File: src/rtl/hsv_core_pkg.sv
// rtl/hsv_core_pkg.sv - shared hsv_core back-end types, including the commit-stage state encoding
package hsv_core_pkg;

   typedef logic [31:0] word;
   typedef logic [7:0]  insn_token;
   typedef logic [4:0]  reg_addr;
   typedef logic [31:0] reg_mask;

   typedef enum logic [3:0] {
      EXC_INSN_MISALIGN = 4'd0,
      EXC_INSN_FAULT    = 4'd1,
      EXC_ILLEGAL_INSN  = 4'd2,
      EXC_BREAKPOINT    = 4'd3,
      EXC_LOAD_FAULT    = 4'd5,
      EXC_ECALL         = 4'd11
   } exception_t;

   typedef struct packed {
      logic trap;
      logic flush;
      logic mode_return;
      logic wait_irq;
   } commit_action_bits_t;

   typedef struct packed {
      insn_token token;
      word       pc;
   } commit_common_t;

   typedef struct packed {
      commit_common_t      common;
      commit_action_bits_t action;
      logic                writeback;
      reg_addr             rd;
      reg_mask             rd_mask;
      word                 result;
      word                 next_pc;
      exception_t          trap_cause;
      word                 trap_value;
   } commit_data_t;

   typedef enum logic {
      COMMIT_RUN,
      COMMIT_HALT
   } commit_state_t;

endpackage

File: src/rtl/hsv_core_commit_select.sv
// rtl/hsv_core_commit_select.sv - lowest-index priority selector with any/multi flags
module hsv_core_commit_select #(
   parameter int N  = 5,
   parameter int IW = (N > 1) ? $clog2(N) : 1
) (
   input  logic [N-1:0]  req_i,
   output logic [IW-1:0] sel_o,
   output logic          any_o,
   output logic          multi_o
);

   // Descending scan so the lowest requesting index is the last one written.
   always_comb begin
      sel_o = '0;
      for (int i = N - 1; i >= 0; i--) begin
         if (req_i[i]) sel_o = IW'(i);
      end
   end

   assign any_o   = |req_i;
   assign multi_o = |(req_i & (req_i - N'(1)));

endmodule

File: src/rtl/hsv_core_commit_multi.sv
// rtl/hsv_core_commit_multi.sv - in-order commit stage over NUM_UNITS execution channels
module hsv_core_commit_multi
   import hsv_core_pkg::*;
#(
   parameter int  NUM_UNITS = 5,
   parameter int  RETIRE_W  = 64,
   parameter word RESET_PC  = 32'h0000_0000
) (
   input  logic                 clk_core,
   input  logic                 rst_core_n,
   input  word                  flush_target,
   input  logic                 flush_req,
   output logic                 flush_ack,
   input  commit_data_t         unit_data [NUM_UNITS],
   input  logic [NUM_UNITS-1:0] unit_valid_i,
   output logic [NUM_UNITS-1:0] unit_ready_o,
   output logic [NUM_UNITS-1:0] unit_commit_o,
   output logic                 ctrl_flush_begin,
   output logic                 ctrl_trap,
   output exception_t           ctrl_trap_cause,
   output word                  ctrl_trap_value,
   output logic                 ctrl_mode_return,
   output logic                 ctrl_wait_irq,
   output word                  ctrl_next_pc,
   output logic                 ctrl_commit,
   input  logic                 ctrl_begin_irq,
   output reg_addr              wr_addr,
   output word                  wr_data,
   output logic                 wr_en,
   output insn_token            token,
   output reg_mask              commit_mask,
   output logic [RETIRE_W-1:0]  retired,
   output logic                 err_multi
);

   localparam int IW = (NUM_UNITS > 1) ? $clog2(NUM_UNITS) : 1;

   commit_state_t         state_q;
   insn_token             token_q;
   word                   next_pc_q;
   logic [RETIRE_W-1:0]   retired_q;
   logic                  err_multi_q;
   logic                  flush_ack_q;
   logic                  trap_q;
   exception_t            cause_q;
   word                   tval_q;
   logic                  mode_return_q;
   logic                  wait_irq_q;

   logic [NUM_UNITS-1:0]  committable;
   logic [IW-1:0]         sel;
   logic                  any;
   logic                  multi;
   commit_data_t          used_data;
   logic                  token_clear;
   logic                  halt_req;

   always_comb begin
      for (int i = 0; i < NUM_UNITS; i++) begin
         unit_ready_o[i] = (state_q == COMMIT_RUN) & ~ctrl_begin_irq
                         & (unit_data[i].common.token == token_q);
      end
   end

   assign committable = unit_ready_o & unit_valid_i;

   hsv_core_commit_select #(.N(NUM_UNITS), .IW(IW)) u_select (
      .req_i   (committable),
      .sel_o   (sel),
      .any_o   (any),
      .multi_o (multi)
   );

   assign used_data = any ? unit_data[sel] : '0;

   // A trapping entry is consumed by the selector but never strobes a commit.
   always_comb begin
      for (int i = 0; i < NUM_UNITS; i++) begin
         unit_commit_o[i] = committable[i] & (sel == IW'(i)) & ~unit_data[i].action.trap;
      end
   end

   assign ctrl_commit      = |unit_commit_o;
   assign ctrl_flush_begin = used_data.action.flush;
   assign wr_en            = used_data.writeback & ~used_data.action.trap;
   assign wr_addr          = used_data.rd;
   assign wr_data          = used_data.result;
   assign commit_mask      = used_data.action.trap ? '0 : used_data.rd_mask;

   assign token_clear = flush_ack_q & ~flush_req;
   assign halt_req    = (any & (used_data.action.flush | used_data.action.trap))
                      | ctrl_begin_irq | flush_req;

   always_ff @(posedge clk_core or negedge rst_core_n) begin
      if (!rst_core_n) begin
         state_q       <= COMMIT_RUN;
         token_q       <= '0;
         next_pc_q     <= RESET_PC;
         retired_q     <= '0;
         err_multi_q   <= 1'b0;
         flush_ack_q   <= 1'b1;
         trap_q        <= 1'b0;
         cause_q       <= exception_t'('0);
         tval_q        <= '0;
         mode_return_q <= 1'b0;
         wait_irq_q    <= 1'b0;
      end else begin
         flush_ack_q   <= flush_req;
         trap_q        <= used_data.action.trap;
         cause_q       <= used_data.trap_cause;
         tval_q        <= used_data.trap_value;
         mode_return_q <= used_data.action.mode_return;
         wait_irq_q    <= used_data.action.wait_irq;
         if (multi) err_multi_q <= 1'b1;
         if (ctrl_commit) retired_q <= retired_q + RETIRE_W'(1);
         if (token_clear) begin
            token_q   <= '0;
            next_pc_q <= flush_target;
         end else if (ctrl_commit) begin
            next_pc_q <= used_data.next_pc;
            if (!used_data.action.flush) token_q <= token_q + insn_token'(1);
         end
         case (state_q)
            COMMIT_RUN:  if (halt_req) state_q <= COMMIT_HALT;
            COMMIT_HALT: if (token_clear) state_q <= COMMIT_RUN;
            default:     state_q <= COMMIT_RUN;
         endcase
      end
   end

   assign flush_ack        = flush_ack_q;
   assign token            = token_q;
   assign ctrl_next_pc     = next_pc_q;
   assign retired          = retired_q;
   assign err_multi        = err_multi_q;
   assign ctrl_trap        = trap_q;
   assign ctrl_trap_cause  = cause_q;
   assign ctrl_trap_value  = tval_q;
   assign ctrl_mode_return = mode_return_q;
   assign ctrl_wait_irq    = wait_irq_q;

endmodule
File: config.mk
export PLATFORM = sky130hd
export DESIGN_NAME = hsv_core_commit_multi
export DESIGN_NICKNAME = d
export VERILOG_FILES = /design/src/rtl/hsv_core_pkg.sv /design/src/rtl/hsv_core_commit_select.sv /design/src/rtl/hsv_core_commit_multi.sv
export SDC_FILE = /design/constraint.sdc
export NUM_CORES = 1
export LEC_CHECK = 0
export CORE_AREA = 2 2 455 457
export CTS_CLUSTER_DIAMETER = 50
export DETAILED_ROUTE_END_ITERATION = 6
export DIE_AREA = 0 0 457 459
export PLACE_DENSITY = 0.3
export SLEW_MARGIN = 25
export SYNTH_ARGS = -nofsm -noshare
export SYNTH_HDL_FRONTEND = slang
export SYNTH_SLANG_ARGS = --single-unit
File: constraint.sdc
create_clock -name clk_core -period 5.2 [get_ports clk_core]
set_input_delay 1.04 -clock clk_core [delete_from_list [all_inputs] [get_ports clk_core]]
set_output_delay 1.04 -clock clk_core [all_outputs]
set_load 0.02 [all_outputs]
==> results.toml, run 1 <==
[layout]
area_delta_synth_final_pct = 139
final_nets = 3565
fin_area_sq_um = 27900
fillCellCount = 23762
instances_no_fill = 5370
layout-drive-gt1-share = 0.158

[setup_path]
arrival_ps = 4060
worstSetupStartpointType = "primary input"
criticalPathCategory = "in -> out"
required_ps = 4160
crit_path_end_kind = "primary output"
path_max_fanout = 19

[global_route]
grt_pass1_wl_microns = 201000
track_usage = 0.150
grt_max_degree = 85
overflow = 0
grt_pass1_vias = 17677
antenna_found_initial = 168

[sta]
slew-limit-headroom = 0.408
min_period_over_period = 0.981
rsz0062_at_grt = "true"
hold_violations = 0
finalClockSkew_ps = 20.8
drv_slew = 0
tightestPinTransition_ps = 888
period_minus_slack_ps = 5100
finalSetupViolCount = 0
fmax_ghz = 0.196
tns_ps = 0

[detailed_routing]
drt_first_pass_iters = 5
vias_per_cell = 3.28
drc = 0
routed_wl_microns = 163000
dr.first_iter.drc_count = 1005
vias = 17636
post_drt_wl_per_cell_microns = 30.4
antenna_left = 0

[yosys]
synth-async-reset-ratio = 1.00
syn_inst = 1523
ys_ff_latch = 146
synth_warnings = 0
syn_area_per_cell_sq_um = 7.67
synthFlopType = "dfrtp_1"
netlist_area_sq_um = 11700
synth_edf_count = 0
synth_seq_area_share = 0.313
ys_types = 54
syn-num-nets = 2476

[run_status]
outcome = "completed"

[floorplan]
start_util = 0.0568
die_h_microns = 459
dieArea_sq_um = 210000
num_io_pins = 1178
core_area_sq_um = 206000
die_w_microns = 457
num_rows = 167

[pwr]
power_mw = 3.70
leakage_nw = 10.3
ir_drop_mv = 0.261
powerDensity_nw_per_um2 = 133

[clock_network]
cts_sinks = 146
clock_latency_ps = 530
clockRootBuffer = "clkbuf_16"
cts_tree = "yes"
cts.hold.buffers_added = 0
cts.htree.levels = 4
cts_buffers = 17
cts_max_path_buffers = 2
clk_pin_slew_ps = 90

[place]
dpl.cell_count = 5270
gp_congestion = 0.886
port_buffers = 1017
post-dp-hpwl_microns = 143000
post_dp_cell_area_sq_um = 26500

[flow_run]
cap_violations = 0

[worst_hold_path]
hold_class = "in -> async"
[timing repair]
item                                    CTS  global route
cloned                                    4             0
endpoints found under the setup margin   71            46
pin swaps                                24            18
setup buffers                            22             5
resized for setup                       141            55
[report_power, final]
| part | switching (mW) | total (mW) | internal, mW |
|---|---|---|---|
| logic | 0.382 | 1.05 | 0.669 |
| clock network | 0.685 | 1.46 | 0.775 |
| registers | 0.0212 | 1.19 | 1.17 |
[registers in the layout, indices dropped and copies added (netlist names)]
signal	cells
retired	64
ctrl_next_pc	32
ctrl_trap_value	32
token	8
ctrl_trap_cause	4
ctrl_mode_return	1
ctrl_trap	1
ctrl_wait_irq	1
err_multi	1
flush_ack	1
state_q	1
[cell type report]
type                       instances  area (sq um)  area share
multi-input combinational       1176          7410       0.265
antenna                           41           103     0.00367
tap                             2704          3380       0.121
inverter                          21          78.8     0.00282
clock inverter                    13           171     0.00614
clock buffer                      19           443      0.0159
sequential                       146          3660       0.131
timing repair buffer            1250         12700       0.454
[final timing paths]
| kind | startpoint | end | slack, ps | cells past startpoint |
|---|---|---|---|---|
| max in group asynchronous | rst_core_n | ctrl_next_pc[8] | 3370 | 2 |
| min in group clk_core | err_multi | err_multi | 470 | 1 |
| min reg2reg | err_multi | err_multi | 470 | 1 |
| max | unit_data[905] | commit_mask[17] | 100 | 14 |
| min | rst_core_n | ctrl_trap_value[9] | 460 | 1 |
| max reg2reg | token[7] | ctrl_next_pc[8] | 920 | 17 |
[cell usage in the layout, fill, tap and decap left out, types with 20 or more instances in the layout]
cell type and count:
clkdlybuf4s50_1 925, nor2_1 214, buf_4 198, dfrtp_1 141, nand2_1 131, nand3_1 114, o22a_1 77, o221ai_1 67
o211ai_1 64, o21ai_0 60, o22ai_1 58, buf_12 51, xnor2_1 50, xor2_1 49, diode_2 41, a21oi_1 37
o21ai_1 33, a211oi_1 31, nor3_1 24, nand4_1 23, buf_6 22, inv_1 20
[metal layers]
layer,GRT usage,routed length (microns),part of all wire,vias up
met2,0.264,80900,0.49,956
met5,0,593,0.0036,-
met4,0.0364,3290,0.020,92
met3,0.0569,15400,0.094,275
met1,0.171,63300,0.39,8477
li1,-,-,-,7836
[metrics by stage]
stage	hold WS, ps	setup slack (ps)	util
after detailed placement	447	-1130	0.129
after global routing	495	-32.2	0.136
after floorplan	458	396	-
after global placement	457	-1130	0.129
after CTS	470	-55.9	0.135
final	460	99.1	0.136
[cells by family (layout without fill, tap and decap cells)]
group	count (synthesis)	count (layout)	synth area share
simple gates	604	604	0.244
other cells	0	41	0
compound gates	471	471	0.285
fa+ha+maj	2	2	0.00214
buf+inv	201	1303	0.0815
xor+xnor	99	99	0.0742
flops	146	146	0.313
[Yosys cell counts (4+ instances only)]
cell type | instances | area (sq um)
nor3_1 | 27 | 135
o21ai_0 | 64 | 320
nor4_2 | 11 | 138
nor3_2 | 7 | 70.1
xor2_1 | 49 | 429
o22ai_1 | 62 | 388
inv_1 | 20 | 75.1
buf_4 | 43 | 323
and2_1 | 6 | 37.5
nand2_1 | 132 | 495
o22a_1 | 78 | 683
a21oi_1 | 42 | 210
o31ai_1 | 7 | 52.6
nand3_1 | 114 | 571
dfrtp_1 | 145 | 3630
and3_1 | 15 | 93.8
buf_1 | 22 | 82.6
o21ai_1 | 29 | 145
buf_2 | 17 | 85.1
nand2b_1 | 8 | 50.1
or4_1 | 8 | 60.1
o211ai_1 | 64 | 480
nor4_1 | 4 | 25.0
o221ai_1 | 75 | 657
and4_1 | 6 | 52.6
nor2_1 | 230 | 863
nand4_1 | 23 | 144
clkbuf_1 | 96 | 360
xnor2_1 | 50 | 438
a211oi_1 | 32 | 240
[worst max-delay path, stage by stage]
cell             delay (ps)
clkdlybuf4s50_1         460
a221o_1                 340
nor4_4                  300
buf_4                   190
and2_4                  200
a31oi_4                  70
buf_12                  160
buf_16                  140
o211a_1                 220
or2_4                   270
buf_12                  160
buf_4                   180
nor2_1                  110
buf_4                   150
Note: power is estimated with default switching activity, not from simulation.
==> run 2, diff against run 1 <==
--- a/config.mk
+++ b/config.mk
@@ -5,11 +5,13 @@
 export SDC_FILE = /design/constraint.sdc
 export NUM_CORES = 1
 export LEC_CHECK = 0
-export CORE_AREA = 2 2 455 457
+export CELL_PAD_IN_SITES_DETAIL_PLACEMENT = 2
+export CELL_PAD_IN_SITES_GLOBAL_PLACEMENT = 2
+export CORE_AREA = 2 2 454 456
 export CTS_CLUSTER_DIAMETER = 50
 export DETAILED_ROUTE_END_ITERATION = 6
-export DIE_AREA = 0 0 457 459
-export PLACE_DENSITY = 0.3
+export DIE_AREA = 0 0 456 458
+export PLACE_DENSITY = 0.39
 export SLEW_MARGIN = 25
 export SYNTH_ARGS = -nofsm -noshare
 export SYNTH_HDL_FRONTEND = slang
==> run 2 against run 1 <==
Die area down 0.44%. Sequential share of layout area increased by 0.59 points. Via count fell by 3.0%. Fmax shrank 0.26%. First-iteration DRC count is 26% lower. Non-clock buffer count shrank 51. Final cell count down 1.8%. Cell area decreased by 4.4%. Wire length fell by 10%. Clock skew is 4.7 ps higher. Register-to-register slack improved by 300 ps. Sequential power barely moved.
==> results.toml, run 2 (synthesis gave the netlist of run 1 again) <==
[setup_path]
cp_slowest_cell = "o211ai_1"
cp.buffers_inverters = 7
cp_cell_sequence = "clkdlybuf4s50_1 -> xor2_1 -> a221o_1 -> nor4_4 -> buf_6 -> and2_4 -> buf_4 -> or3_4 -> buf_6 -> buf_12 -> buf_6 -> o211ai_1 -> nand2_1 -> buf_4"
path_max_fanout = 13
path_common_cell = "buf_6"
crit_path_end_kind = "primary output"
worstSetupStartpointType = "primary input"
r2r_setup_slack_ps = 1220
criticalPathCategory = "in -> out"
slowest_delay_ps = 510
required_ps = 4160
arrival_ps = 4070
crit_family = "buffers and inverters"

[floorplan]
core_area_sq_um = 204000
die_h_microns = 458
num_rows = 166
num_io_pins = 1178
die_w_microns = 456
dieArea_sq_um = 209000
start_util = 0.0574

[global_route]
grt_pass1_wl_microns = 189000
track_usage = 0.137
antenna_found_initial = 135
grt_pass1_vias = 18719
grt_max_degree = 76
overflow = 0

[layout]
fillCellCount = 23818
largest_reg_flops = 64
layout-drive-gt1-share = 0.123
final_core_util = 0.131
final_common_cell = "clkdlybuf4s50_1"
multi_input_comb_area_sq_um = 7240
layout_common_cells = "clkdlybuf4s50_1, nor2_1, buf_4"
area_delta_synth_final_pct = 128
final_nets = 3514
fin_area_sq_um = 26700
seq_area_sq_um = 3660

[clock_network]
cts.htree.levels = 4
cts_sinks = 146
clockRootBuffer = "clkbuf_16"
cts_buffers = 17
clock_latency_ps = 550
cts_tree = "yes"
clk_pin_slew_ps = 80
cts_max_path_buffers = 2
cts.hold.buffers_added = 0

[sta]
rsz0062_at_grt = "true"
setup_slack_ps = 86.0
finalClockSkew_ps = 25.5
hold_violations = 0
min_period_over_period = 0.983
fmax_ghz = 0.196
finalSetupViolCount = 0
period_minus_slack_ps = 5110
tightestPinTransition_ps = 794
slew-limit-headroom = 0.471
drv_slew = 0

[detailed_routing]
highest_layer = "met5"
drc = 0
routed_wl_microns = 147000
wl_met2_microns = 80700
wl_met1_microns = 53600
drt_first_pass_iters = 4
vias = 17114
antenna_left = 0
dr.first_iter.drc_count = 748
vias_per_cell = 3.24
met3WireLength_microns = 10300
post_drt_wl_per_cell_microns = 27.8

[pwr]
ir_drop_mv = 0.231
p_int_mw = 2.55
p_comb_frac = 0.282
swShare = 0.298
leakage_nw = 9.83
clockPowerShare = 0.391
power_mw = 3.63
switchingPower_mw = 1.08
powerDensity_nw_per_um2 = 136
seqPwrFrac = 0.327

[run_status]
outcome = "completed"

[worst_hold_path]
hold_class = "reg -> reg"

[place]
pre_cts_ws_ps = -672
port_buffers = 1017
gp_congestion = 0.832
post_dp_cell_area_sq_um = 26000
post-dp-hpwl_microns = 128000

[flow_run]
cap_violations = 0
==> run 2: cell count changes in the layout (fill, tap and decap cells not counted), moves of 5 or more <==
cell	before	now
buf_12	51	27
buf_4	198	174
buf_6	22	6
clkbuf_2	10	18
clkdlybuf4s50_1	925	938
diode_2	41	13
dlygate4sd2_1	14	24
nor2_1	214	225
nor2_2	11	5
nor2_4	5	0
o221ai_1	67	72
==> run 2: layout make-up <==
| class | count | share of cell area |
|---|---|---|
| Timing Repair Buffer | 1199 | 0.440 |
| Multi-Input combinational cell | 1176 | 0.271 |
| Sequential cell | 146 | 0.137 |
| Tap cell | 2688 | 0.126 |
| Clock buffer | 17 | 0.0159 |
| Clock inverter | 14 | 0.00633 |
| Inverter | 21 | 0.00295 |
| Antenna cell | 13 | 0.00122 |
==> run 2: path summary, 6_finish.rpt <==
check | end | from | cells after the start
min reg2reg | err_multi | err_multi | 1
min | err_multi | err_multi | 1
max | wr_data[14] | unit_data[908] | 14
max in group asynchronous | ctrl_trap_value[30] | rst_core_n | 2
min in group asynchronous | retired[12] | rst_core_n | 1
max reg2reg | ctrl_next_pc[0] | token[3] | 15
==> run 2: layer usage <==
| layer | vias up | GRT usage |
|---|---|---|
| li1 | 7690 | - |
| met1 | 8472 | 0.140 |
| met5 | - | 0 |
| met4 | 110 | 0.0143 |
| met2 | 593 | 0.269 |
| met3 | 249 | 0.0503 |
==> run 2: power groups by stage <==
stage,clock network (mW),logic (mW),registers [mW]
4_1_cts,1.54,1.05,1.19
6_report,1.42,1.02,1.19
3_3_place_gp,0,1.04,1.21
2_1_floorplan,0,0.129,1.25
3_5_place_dp,0,1.04,1.21
5_1_grt,1.54,1.09,1.19
==> run 2: what timing repair did <==
item	CTS	global route
endpoints found under the setup margin	71	39
resized for setup	80	50
pin swaps	6	5
setup buffers	6	2
==> run 2: metrics by stage <==
stage | std cells | setup TNS, ps | hold WS (ps)
final | 5274 | 0 | 472
after global routing | 5263 | -0.103 | 501
after CTS | 5260 | 0 | 476
after detailed placement | 5223 | -19910 | 456
after global placement | 5223 | -21890 | 440
after floorplan | 1523 | 0 | 458
==> run 2: worst reg2reg max path: stages, from the launching register on <==
cell and delay, ps:
dfrtp_1 690, inv_1 130, o2111ai_1 310, nor4_4 90
buf_6 150, and2_4 180, buf_4 150, or3_2 490
a21oi_1 220, or2_4 210, buf_12 170, buf_4 210
buf_4 440, a211oi_1 180, buf_4 190, o21ai_0 140
